### src/rtl/mem_wr_arb_if.sv
// -----------------------------------------------------------------------------
// mem_wr_arb_if
//
// Bundle of the request lanes feeding the mem-queue write arbiter and the
// write/size-report port the arbiter drives toward the mem queue.
//
//   req_valid          per-lane request, held until acked
//   req_read_num       per-lane read number, lane i at [i*READ_NUM_WIDTH +: READ_NUM_WIDTH]
//   req_data           per-lane 256-bit mem entry, lane i at [i*256 +: 256]
//   req_keep           1 = request carries an entry to write, 0 = size report only
//   req_last           1 = final request for this read, a size report follows
//   req_ack            one-hot grant back to the lanes (combinational)
//   mem_we_1           mem-queue write enable (registered pulse)
//   mem_read_num_1     read number of the write
//   mem_addr_1         slot index of the write within its read
//   mem_data_1         write data
//   mem_size_valid     size report pulse (registered)
//   mem_size           final entry count of the reported read
//   mem_size_read_num  read number of the size report
//
// The master modport is the lane side (pipeline / testbench), the slave
// modport is the arbiter.
// -----------------------------------------------------------------------------
interface mem_wr_arb_if #(
    parameter int NUM_REQ        = 4,
    parameter int READ_NUM_WIDTH = 6
);

    logic [NUM_REQ-1:0]                req_valid;
    logic [NUM_REQ*READ_NUM_WIDTH-1:0] req_read_num;
    logic [NUM_REQ*256-1:0]            req_data;
    logic [NUM_REQ-1:0]                req_keep;
    logic [NUM_REQ-1:0]                req_last;
    logic [NUM_REQ-1:0]                req_ack;

    logic                              mem_we_1;
    logic [READ_NUM_WIDTH-1:0]         mem_read_num_1;
    logic [6:0]                        mem_addr_1;
    logic [255:0]                      mem_data_1;

    logic                              mem_size_valid;
    logic [6:0]                        mem_size;
    logic [READ_NUM_WIDTH-1:0]         mem_size_read_num;

    // Lane side: raises requests, sees the grant and the mem-queue traffic.
    modport master (
        output req_valid,
        output req_read_num,
        output req_data,
        output req_keep,
        output req_last,
        input  req_ack,
        input  mem_we_1,
        input  mem_read_num_1,
        input  mem_addr_1,
        input  mem_data_1,
        input  mem_size_valid,
        input  mem_size,
        input  mem_size_read_num
    );

    // Arbiter side: consumes requests, drives the grant and the write port.
    modport slave (
        input  req_valid,
        input  req_read_num,
        input  req_data,
        input  req_keep,
        input  req_last,
        output req_ack,
        output mem_we_1,
        output mem_read_num_1,
        output mem_addr_1,
        output mem_data_1,
        output mem_size_valid,
        output mem_size,
        output mem_size_read_num
    );

endinterface

### src/rtl/mem_wr_arb.sv
// -----------------------------------------------------------------------------
// mem_wr_arb
//
// Round-robin arbiter that lets NUM_REQ SMEM pipeline lanes share the single
// mem-queue write port. Each read owns READ_MAX_MEM slots in the mem queue; a
// per-read counter hands out slot addresses in order. Entries beyond the
// last slot are dropped and flagged through the sticky overflow bit. A
// request marked last makes the arbiter report the read's final entry count
// and recycle its counter for the next use of that read number.
//
// Ports
//   clk          clock, everything on the rising edge
//   reset_n      synchronous, active-low reset
//   batch_start  one-cycle pulse: clears all read counters and overflow,
//                and suppresses any grant in the same cycle
//   stall        while high no new grant is issued
//   bus          mem_wr_arb_if slave: lane requests in, grant and
//                mem-queue write / size report out
//   overflow     sticky flag, an entry was dropped because its read was full
//
// Timing: the grant (req_ack) is combinational in the request cycle; the
// write and the size report caused by that request appear together one
// cycle later on registered outputs.
// -----------------------------------------------------------------------------
module mem_wr_arb #(
    parameter int NUM_REQ        = 4,
    parameter int READ_MAX_MEM   = 40,
    parameter int READ_NUM_WIDTH = 6
) (
    input  logic           clk,
    input  logic           reset_n,
    input  logic           batch_start,
    input  logic           stall,
    mem_wr_arb_if.slave    bus,
    output logic           overflow
);

    localparam int               NUM_READS = 1 << READ_NUM_WIDTH;
    localparam int               LANE_W    = (NUM_REQ > 1) ? $clog2(NUM_REQ) : 1;
    localparam logic [6:0]       MAX_CNT   = 7'(READ_MAX_MEM);
    localparam logic [LANE_W-1:0] LAST_LANE = LANE_W'(NUM_REQ - 1);

    // Round-robin pointer: the lane granted most recently.
    logic [LANE_W-1:0]         last_grant;

    // Arbitration results for the current cycle.
    logic [LANE_W-1:0]         rr_cand;
    logic                      grant_found;
    logic [LANE_W-1:0]         grant_lane;
    logic                      grant;

    // Payload of the granted lane.
    logic [READ_NUM_WIDTH-1:0] sel_read_num;
    logic [255:0]              sel_data;
    logic                      sel_keep;
    logic                      sel_last;

    // Per-read slot counters and the decision for the granted request.
    logic [6:0]                cnt [NUM_READS];
    logic [6:0]                cur_cnt;
    logic                      do_write;
    logic                      do_drop;
    logic [6:0]                cnt_after;

    // Search the lanes starting just after the last granted one and take the
    // first lane that is requesting. Walking k = 1..NUM_REQ from last_grant
    // visits every lane exactly once, ending on last_grant itself, so a lone
    // requester is always found and the lane just served has lowest priority.
    always_comb begin
        rr_cand     = '0;
        grant_found = 1'b0;
        grant_lane  = last_grant;
        for (int k = 1; k <= NUM_REQ; k++) begin
            rr_cand = LANE_W'((int'(last_grant) + k) % NUM_REQ);
            if (!grant_found && bus.req_valid[rr_cand]) begin
                grant_found = 1'b1;
                grant_lane  = rr_cand;
            end
        end
    end

    // A grant only happens when the block is out of reset, not stalled, and
    // not being cleared by batch_start; the clear wins over a same-cycle
    // request so the lane simply retries once the counters are fresh.
    always_comb begin
        grant = grant_found && reset_n && !stall && !batch_start;
    end

    // The acknowledge is a one-hot decode of the winning lane, driven in the
    // same cycle so the lane can move on to its next request immediately.
    always_comb begin
        bus.req_ack = '0;
        if (grant) begin
            bus.req_ack[grant_lane] = 1'b1;
        end
    end

    // Pull the granted lane's payload out of the flat request buses.
    always_comb begin
        sel_read_num = bus.req_read_num[int'(grant_lane)*READ_NUM_WIDTH +: READ_NUM_WIDTH];
        sel_data     = bus.req_data[int'(grant_lane)*256 +: 256];
        sel_keep     = bus.req_keep[grant_lane];
        sel_last     = bus.req_last[grant_lane];
    end

    // Decide what the granted request does to its read. The counter array is
    // updated on the same edge as the grant, so a second request to the same
    // read in the very next cycle already sees the incremented count and gets
    // the following slot without any extra forwarding path. A full read keeps
    // its count and the entry is dropped.
    always_comb begin
        cur_cnt   = cnt[sel_read_num];
        do_write  = sel_keep && (cur_cnt < MAX_CNT);
        do_drop   = sel_keep && !do_write;
        cnt_after = do_write ? (cur_cnt + 7'd1) : cur_cnt;
    end

    // The round-robin pointer moves only when a lane is actually granted, so
    // stalled or idle cycles do not disturb the fairness order. Reset points
    // it at the last lane, which gives lane 0 first priority.
    always_ff @(posedge clk) begin
        if (!reset_n) begin
            last_grant <= LAST_LANE;
        end else if (grant) begin
            last_grant <= grant_lane;
        end
    end

    // Per-read slot counters. batch_start wipes every read. A granted request
    // stores its post-write count, except a last request, which recycles the
    // read number by clearing its counter after the size has been captured.
    always_ff @(posedge clk) begin
        if (!reset_n || batch_start) begin
            for (int r = 0; r < NUM_READS; r++) begin
                cnt[r] <= 7'd0;
            end
        end else if (grant) begin
            if (sel_last) begin
                cnt[sel_read_num] <= 7'd0;
            end else begin
                cnt[sel_read_num] <= cnt_after;
            end
        end
    end

    // Mem-queue write port. The enable is a single-cycle pulse that follows
    // a granted keep request with room in its read; address, read number and
    // data hold their last values between writes. Reset clears everything,
    // which also drops a write that was about to be presented.
    always_ff @(posedge clk) begin
        if (!reset_n) begin
            bus.mem_we_1       <= 1'b0;
            bus.mem_read_num_1 <= '0;
            bus.mem_addr_1     <= 7'd0;
            bus.mem_data_1     <= '0;
        end else begin
            bus.mem_we_1 <= grant && do_write;
            if (grant && do_write) begin
                bus.mem_read_num_1 <= sel_read_num;
                bus.mem_addr_1     <= cur_cnt;
                bus.mem_data_1     <= sel_data;
            end
        end
    end

    // Size report port. It fires in the same cycle as the write from the same
    // last request, and the count it reports already includes that write
    // (or excludes a dropped entry).
    always_ff @(posedge clk) begin
        if (!reset_n) begin
            bus.mem_size_valid    <= 1'b0;
            bus.mem_size          <= 7'd0;
            bus.mem_size_read_num <= '0;
        end else begin
            bus.mem_size_valid <= grant && sel_last;
            if (grant && sel_last) begin
                bus.mem_size          <= cnt_after;
                bus.mem_size_read_num <= sel_read_num;
            end
        end
    end

    // Overflow is sticky for the whole batch: any dropped entry sets it and
    // only reset or the next batch_start clears it.
    always_ff @(posedge clk) begin
        if (!reset_n || batch_start) begin
            overflow <= 1'b0;
        end else if (grant && do_drop) begin
            overflow <= 1'b1;
        end
    end

endmodule

### src/flat_wrapper.sv
// flat-port wrapper written by rule: the top's interface ports become plain ports
module mem_wr_arb_flat 
#(
    parameter int NUM_REQ        = 4,
    parameter int READ_MAX_MEM   = 40,
    parameter int READ_NUM_WIDTH = 6
)
  (clk, reset_n, batch_start, stall, overflow, bus_req_valid, bus_req_read_num, bus_req_data, bus_req_keep, bus_req_last, bus_req_ack, bus_mem_we_1, bus_mem_read_num_1, bus_mem_addr_1, bus_mem_data_1, bus_mem_size_valid, bus_mem_size, bus_mem_size_read_num);
  mem_wr_arb_if #(.NUM_REQ(NUM_REQ), .READ_NUM_WIDTH(READ_NUM_WIDTH)) bus_i ();
  input  logic clk;
  input  logic reset_n;
  input  logic batch_start;
  input  logic stall;
  output logic overflow;
  input wire logic [$bits(bus_i.req_valid)-1:0] bus_req_valid;
  input wire logic [$bits(bus_i.req_read_num)-1:0] bus_req_read_num;
  input wire logic [$bits(bus_i.req_data)-1:0] bus_req_data;
  input wire logic [$bits(bus_i.req_keep)-1:0] bus_req_keep;
  input wire logic [$bits(bus_i.req_last)-1:0] bus_req_last;
  output wire logic [$bits(bus_i.req_ack)-1:0] bus_req_ack;
  output wire logic [$bits(bus_i.mem_we_1)-1:0] bus_mem_we_1;
  output wire logic [$bits(bus_i.mem_read_num_1)-1:0] bus_mem_read_num_1;
  output wire logic [$bits(bus_i.mem_addr_1)-1:0] bus_mem_addr_1;
  output wire logic [$bits(bus_i.mem_data_1)-1:0] bus_mem_data_1;
  output wire logic [$bits(bus_i.mem_size_valid)-1:0] bus_mem_size_valid;
  output wire logic [$bits(bus_i.mem_size)-1:0] bus_mem_size;
  output wire logic [$bits(bus_i.mem_size_read_num)-1:0] bus_mem_size_read_num;
  assign bus_i.req_valid = bus_req_valid;
  assign bus_i.req_read_num = bus_req_read_num;
  assign bus_i.req_data = bus_req_data;
  assign bus_i.req_keep = bus_req_keep;
  assign bus_i.req_last = bus_req_last;
  assign bus_req_ack = bus_i.req_ack;
  assign bus_mem_we_1 = bus_i.mem_we_1;
  assign bus_mem_read_num_1 = bus_i.mem_read_num_1;
  assign bus_mem_addr_1 = bus_i.mem_addr_1;
  assign bus_mem_data_1 = bus_i.mem_data_1;
  assign bus_mem_size_valid = bus_i.mem_size_valid;
  assign bus_mem_size = bus_i.mem_size;
  assign bus_mem_size_read_num = bus_i.mem_size_read_num;
  mem_wr_arb #(.NUM_REQ(NUM_REQ), .READ_MAX_MEM(READ_MAX_MEM), .READ_NUM_WIDTH(READ_NUM_WIDTH)) u_core (.clk(clk), .reset_n(reset_n), .batch_start(batch_start), .stall(stall), .bus(bus_i), .overflow(overflow));
endmodule
### config.mk
export PLATFORM = sky130hd
export DESIGN_NAME = mem_wr_arb_flat
export DESIGN_NICKNAME = d
export VERILOG_FILES = /design/src/rtl/mem_wr_arb_if.sv /design/src/rtl/mem_wr_arb.sv /design/src/flat_wrapper.sv
export SDC_FILE = /design/constraint.sdc
export NUM_CORES = 2
export LEC_CHECK = 0
export CORE_AREA = 8 8 522 524
export CTS_CLUSTER_DIAMETER = 30
export CTS_CLUSTER_SIZE = 14
export DETAILED_ROUTE_END_ITERATION = 6
export DIE_AREA = 0 0 530 532
export GPL_TIMING_DRIVEN = 0
export PLACE_DENSITY = 0.32
export SLEW_MARGIN = 15
export SYNTH_ARGS = -nofsm -noshare
export SYNTH_HDL_FRONTEND = slang
export SYNTH_SLANG_ARGS = --single-unit
### constraint.sdc
create_clock -name clk -period 7.3 [get_ports clk]
set_input_delay 1.825 -clock clk [delete_from_list [all_inputs] [get_ports clk]]
set_output_delay 1.825 -clock clk [all_outputs]
set_load 0.01 [all_outputs]
# Word-level counts from Yosys, hierarchy flattened
# Memories as Yosys holds them, arrays and structs flattened.
# Cells that the tools add are included.
# classes
div_mod_pow	0
n_mux	38
multipliers	1
bitwise_logic	1
addsub	5
n_eq_ne	0
n_reduce_logical	21
order_cmp	7
shift	2
# op_table
operator	count
variable part select 1024 x 11 -> 256 bit	1
variable part select 24 x 32 -> 6 bit	1
two-way mux 1 bit	22
two-way mux 7 bit	3
less-than comparator 2 x 3 -> 1 bit (second input constant)	5
binary-select mux 1 bit (select 2 bit)	6
logical AND 1 bit	12
two-way mux 2 bit	4
adder 7 x 1 -> 7 bit (second input constant)	1
zero test 1 bit	7
less-than comparator 7 x 6 -> 1 bit (second input constant)	1
OR reduction 7 bit	1
two-way mux 6 bit	1
adder 2 x 1 -> 2 bit (second input constant)	2
adder 2 bit (second input constant)	2
multiplier 2 x 2 -> 4 bit (second input constant)	1
two-way mux 4 bit	1
demux 1 bit (select 2 bit)	1
greater-or-equal comparator 2 x 1 -> 1 bit (second input constant)	1
logical OR 1 bit	1
bitwise OR 1 bit	1
# totals
regBits	287
mem_bits_ro	0
latch_bits	0
mem_count	1
ramBits	448
output_inout_bits	289
# mem_list
name	words	word_bits	read_ports	rd_clocked_by_memory_dff	wr	line	rtl
u_core.cnt	64	7	1	0	64	mem_wr_arb.sv:59	logic [6:0] cnt [NUM_READS];

# Logic depth before layout (Yosys ltp)
# depth
ltp_word	22
ltp_mapped	25
depth_no_buf	16

# Worst setup path before layout
# Ideal clock, no wire load.
# synth_path
path_type	input port to flip-flop
start	in bus_req_valid[3]
end	mem u_core.cnt[11][4], data pin
t_arrival_ns	6.095
path_stages	24
setup_slack_ns	0.939
required_time_ns	7.034
cell_sequence	nor2b_1 -> or3b_1 -> and2_1 -> buf_2 -> buf_6 -> a221oi_4 -> nor2_4 -> buf_6 -> buf_2 -> buf_2 -> buf_4 -> mux2i_1 -> a221oi_1 -> o32ai_2 -> a211oi_1 -> and4bb_4 -> ha_1 -> inv_1 -> nor4_1 -> nand4_1 -> xor2_1 -> buf_2 -> buf_1 -> nor2_1
# synth_rtl
item	line	rtl
from (decl)	flat_wrapper.sv:15	input wire logic [$bits(bus_i.req_valid)-1:0] bus_req_valid;
to (decl)	mem_wr_arb.sv:59	

==> results.yml <==
power_and_ir_drop:
  p_per_area_nw_per_um2: 322
  fin_total_pwr_uw: 21900
  vdd_ir_drop_max_v: 0.000222
  leakagePower_uw: 0.0233
clocking:
  tritoncts: "done"
  clkSinkCount: 735
  clockBufferDepth: 4
  cts.htree.levels: 5
  clkTransAtPathRegs_ns: 0.04
  cts_root_buf: "clkbuf_16"
  holdBufCountCts: 0
  numCtsBuffers: 296
  clkLatencyLatePin_ns: 0.90
timing:
  tns_ns: -1.33
  setup_violations: 41
  rsz0062_at_grt: "yes"
  finClkSkew_ns: 0.0781
  slew_viol_final: 0
  min_period_over_period_pct: 101
  timing.slew.headroom_pct: 10.7
  fin_ws_ns: -0.0983
  tightest_slew_ns: 1.34
  fin_crit_ns: 7.40
  timing.hold.ws_ns: 0.446
  max_freq_ghz: 0.135
  hold_violations: 0
worst_setup_path:
  startpoint: "bus_req_valid[3]"
  cp.arrival_ns: 7.99
  crit_required_ns: 7.90
  critPathLaunchType: "input port"
  reg2reg_slack_ns: 0.62
  cp_max_fo: 10
  criticalPathCategory: "in -> reg"
  r2r-start: "u_core.last_grant[0]"
  endpoint_kind: "flip-flop"
  rr_endpoint: "u_core.cnt[39][1]"
  r2r_cells: 20
synth:
  ys_ff_latch: 735
  synth_cell_types: 89
  yosys.area.top_type: "edfxtp_1"
  syn_avg_cell_area_sq_um: 11.0
  netlist_area_sq_um: 39300
  yosys_warnings: 0
  async_reset_ff_share_pct: 0
  synthFlopType: "edfxtp_1"
  yosysSeqAreaShare_pct: 48.8
  yosysTopAreaCellShare_pct: 34.2
  synth_fp_nets: 4644
  netlist_instances: 3579
  synth-edff-count: 448
  synth_area_leaders: "edfxtp_1 34%, mux4_2 15%, dfxtp_1 15%"
min_path:
  holdPathEnd: "u_core.bus.mem_data_1[219]"
  worstHoldStart: "u_core.bus.mem_data_1[219]"
  hp-class: "reg -> reg"
  whs_path_depth: 2
floorplanning:
  core_sq_um: 264000
  fp.dieH_microns: 532
  ioPinCount: 1353
  row_count: 189
  start_util_pct: 14.9
  die_w_microns: 530
  dieArea_sq_um: 282000
grt:
  overflow: 0
  antenna_found_initial: 389
  grt_pass1_vias: 42800
  grt_max_degree: 26
  grt_pass1_wl_mm: 540
  grt_use_total_pct: 30.1
layout:
  seq_area_sq_um: 19200
  syn_to_final_growth_pct: 72.9
  drive_gt1_share_pct: 18.3
  multi_input_area_sq_um: 18700
  final_util_pct: 25.8
  nets: 6365
  n_fill_cell: 28200
placed_design:
  gp_routability_congestion: 1.06
  io_buffers: 1351
  post-dp-hpwl_mm: 375
flow_run:
  max_cap_viol_count: 0
drt:
  drc: 0
  first_pass_iters: 6
  drt.antenna.violating_nets: 0
  drt_iter0_markers: 5259
  via_per_inst: 4.85
  drt_wl_total_mm: 444
  wl_per_cell_microns: 48.4
  vias: 44400
run_status:
  status: "finished with violations"
  violations: "negative setup slack"
-- worst max-delay path: stages --
cell and delay, ns:
clkdlybuf4s50_1 0.47, nor2b_2 0.21, or3b_1 0.41, and2_1 0.17, buf_2 0.16, buf_6 0.17, a221o_4 0.44, nand2_8 0.18
buf_12 0.20, buf_8 0.25, buf_6 0.27, buf_6 0.27, nand2_1 0.09, a311oi_1 0.40, o32ai_2 0.18, a211oi_4 0.32
and4bb_4 0.36, ha_1 0.25, nand3_1 0.10, buf_2 0.37, buf_2 0.32, buf_4 0.35, a21oi_1 0.12
-- synthesized netlist by cell type (6+ instances only) --
cell type and n:
a2111oi_0 18, a2111oi_1 9, a2111oi_2 21, a211oi_1 23, a21oi_1 197, a221o_1 8
a221oi_1 6, a22oi_1 8, a311oi_1 6, a31oi_1 18, a32oi_1 9, and2_1 7
and3_1 18, buf_1 40, buf_2 61, buf_4 32, buf_6 27, clkbuf_1 216
dfxtp_1 287, edfxtp_1 448, inv_1 10, mux2_2 12, mux2i_1 180, mux4_2 270
nand2_1 675, nand2b_1 6, nand3_1 73, nand3b_1 6, nand4_1 168, nor2_1 246
nor2b_1 10, nor3_1 92, o211ai_1 10, o21ai_0 204, o21ai_1 8, o221ai_1 16
o22ai_1 18, o31ai_1 10, or3_1 8
-- layout by cell type, fill, tap and decap left out, types with 14 or more instances in the layout --
cell,count
clkinv_1,43
a21oi_1,196
edfxtp_1,448
clkbuf_8,30
a2111oi_2,21
nand2_1,669
clkinv_2,35
mux4_2,270
a211oi_1,19
o21ai_1,62
and3_1,18
buf_2,41
a2111oi_0,18
clkbuf_1,262
clkdlybuf4s50_1,1349
clkbuf_16,300
o21ai_0,148
o22ai_1,17
nor3_1,84
nor2_1,234
mux2i_1,179
buf_1,24
nand3_1,71
buf_4,89
diode_2,133
a31oi_1,18
clkbuf_2,20
buf_6,47
dfxtp_1,287
buf_8,14
buf_12,14
o221ai_1,15
nand4_1,168
-- flip-flops by register name, summed over array words and instances (netlist names) --
signal                        flops
u_core.bus.mem_size_read_num      6
u_core.bus.mem_read_num_1         6
u_core.bus.mem_size_valid         1
u_core.last_grant                 2
u_core.bus.mem_data_1           256
u_core.overflow                   1
u_core.cnt                      448
u_core.bus.mem_we_1               1
u_core.bus.mem_addr_1             7
u_core.bus.mem_size               7
-- layer usage --
| metal | global-route usage (%) | vias to the layer above | wire length (microns) |
|---|---|---|---|
| met5 | 0 | - | 598 |
| met4 | 13.9 | 94 | 25700 |
| met3 | 8.76 | 1051 | 40300 |
| met2 | 49.8 | 3292 | 207000 |
| met1 | 36.0 | 22700 | 171000 |
| li1 | - | 17300 | - |
-- metrics by stage --
stage / setup slack (ns) / cells / area [sq um]
floorplan: 0.939 / 3579 / 39300
CTS: 0.00541 / 9032 / 67600
global route: -0.0605 / 9093 / 67900
detailed placement: -3.53 / 8519 / 58000
global placement: -4.79 / 8463 / 57300
finish: -0.0983 / 9166 / 68000
-- cell families after synthesis --
| group | Yosys count | synth area share, % |
|---|---|---|
| multiplexers | 463 | 20.4 |
| flip-flops | 735 | 48.8 |
| AND/OR/NAND/NOR | 1344 | 15.3 |
| buffers and inverters | 387 | 4.75 |
| AO/OA/AOI/OAI | 648 | 10.7 |
| adder cells (fa/ha/maj) | 1 | 0.0318 |
| XOR/XNOR | 1 | 0.0223 |
-- what timing repair did --
item | 4_1_cts | 5_1_grt
buffers inserted | 20 | 5
pin swaps | 13 | 6
gates resized for setup | 145 | 38
endpoints found under the hold margin | 0 | 0
setup endpoints to repair | 945 | 254
-- worst max-delay path by stage --
stage	end	slack, ns	cells past startpoint
2_1_floorplan	u_core.cnt[11][4]	0.94	24
3_3_place_gp	u_core.cnt[62][1]	-4.79	21
3_5_place_dp	u_core.cnt[39][4]	-3.53	24
4_1_cts	u_core.cnt[32][4]	0.005	26
5_1_grt	u_core.cnt[39][4]	-0.06	21
6_report	u_core.cnt[39][1]	-0.1	23
-- power breakdown --
part	internal, uW	switching [uW]
sequential	4620	107
combinational	1920	3920
clock	7960	3350
-- layout make-up --
cell class | count | share of cell area (%)
Antenna cell | 133 | 0.489
Tap cell | 3533 | 6.50
Buffer | 368 | 3.23
Inverter | 10 | 0.0552
Clock inverter | 96 | 1.11
Multi-Input combinational cell | 2457 | 27.4
Timing Repair Buffer | 1432 | 21.0
Sequential cell | 735 | 28.2
Clock buffer | 402 | 12.0
No activity file was read; power rests on OpenSTA's default activity.
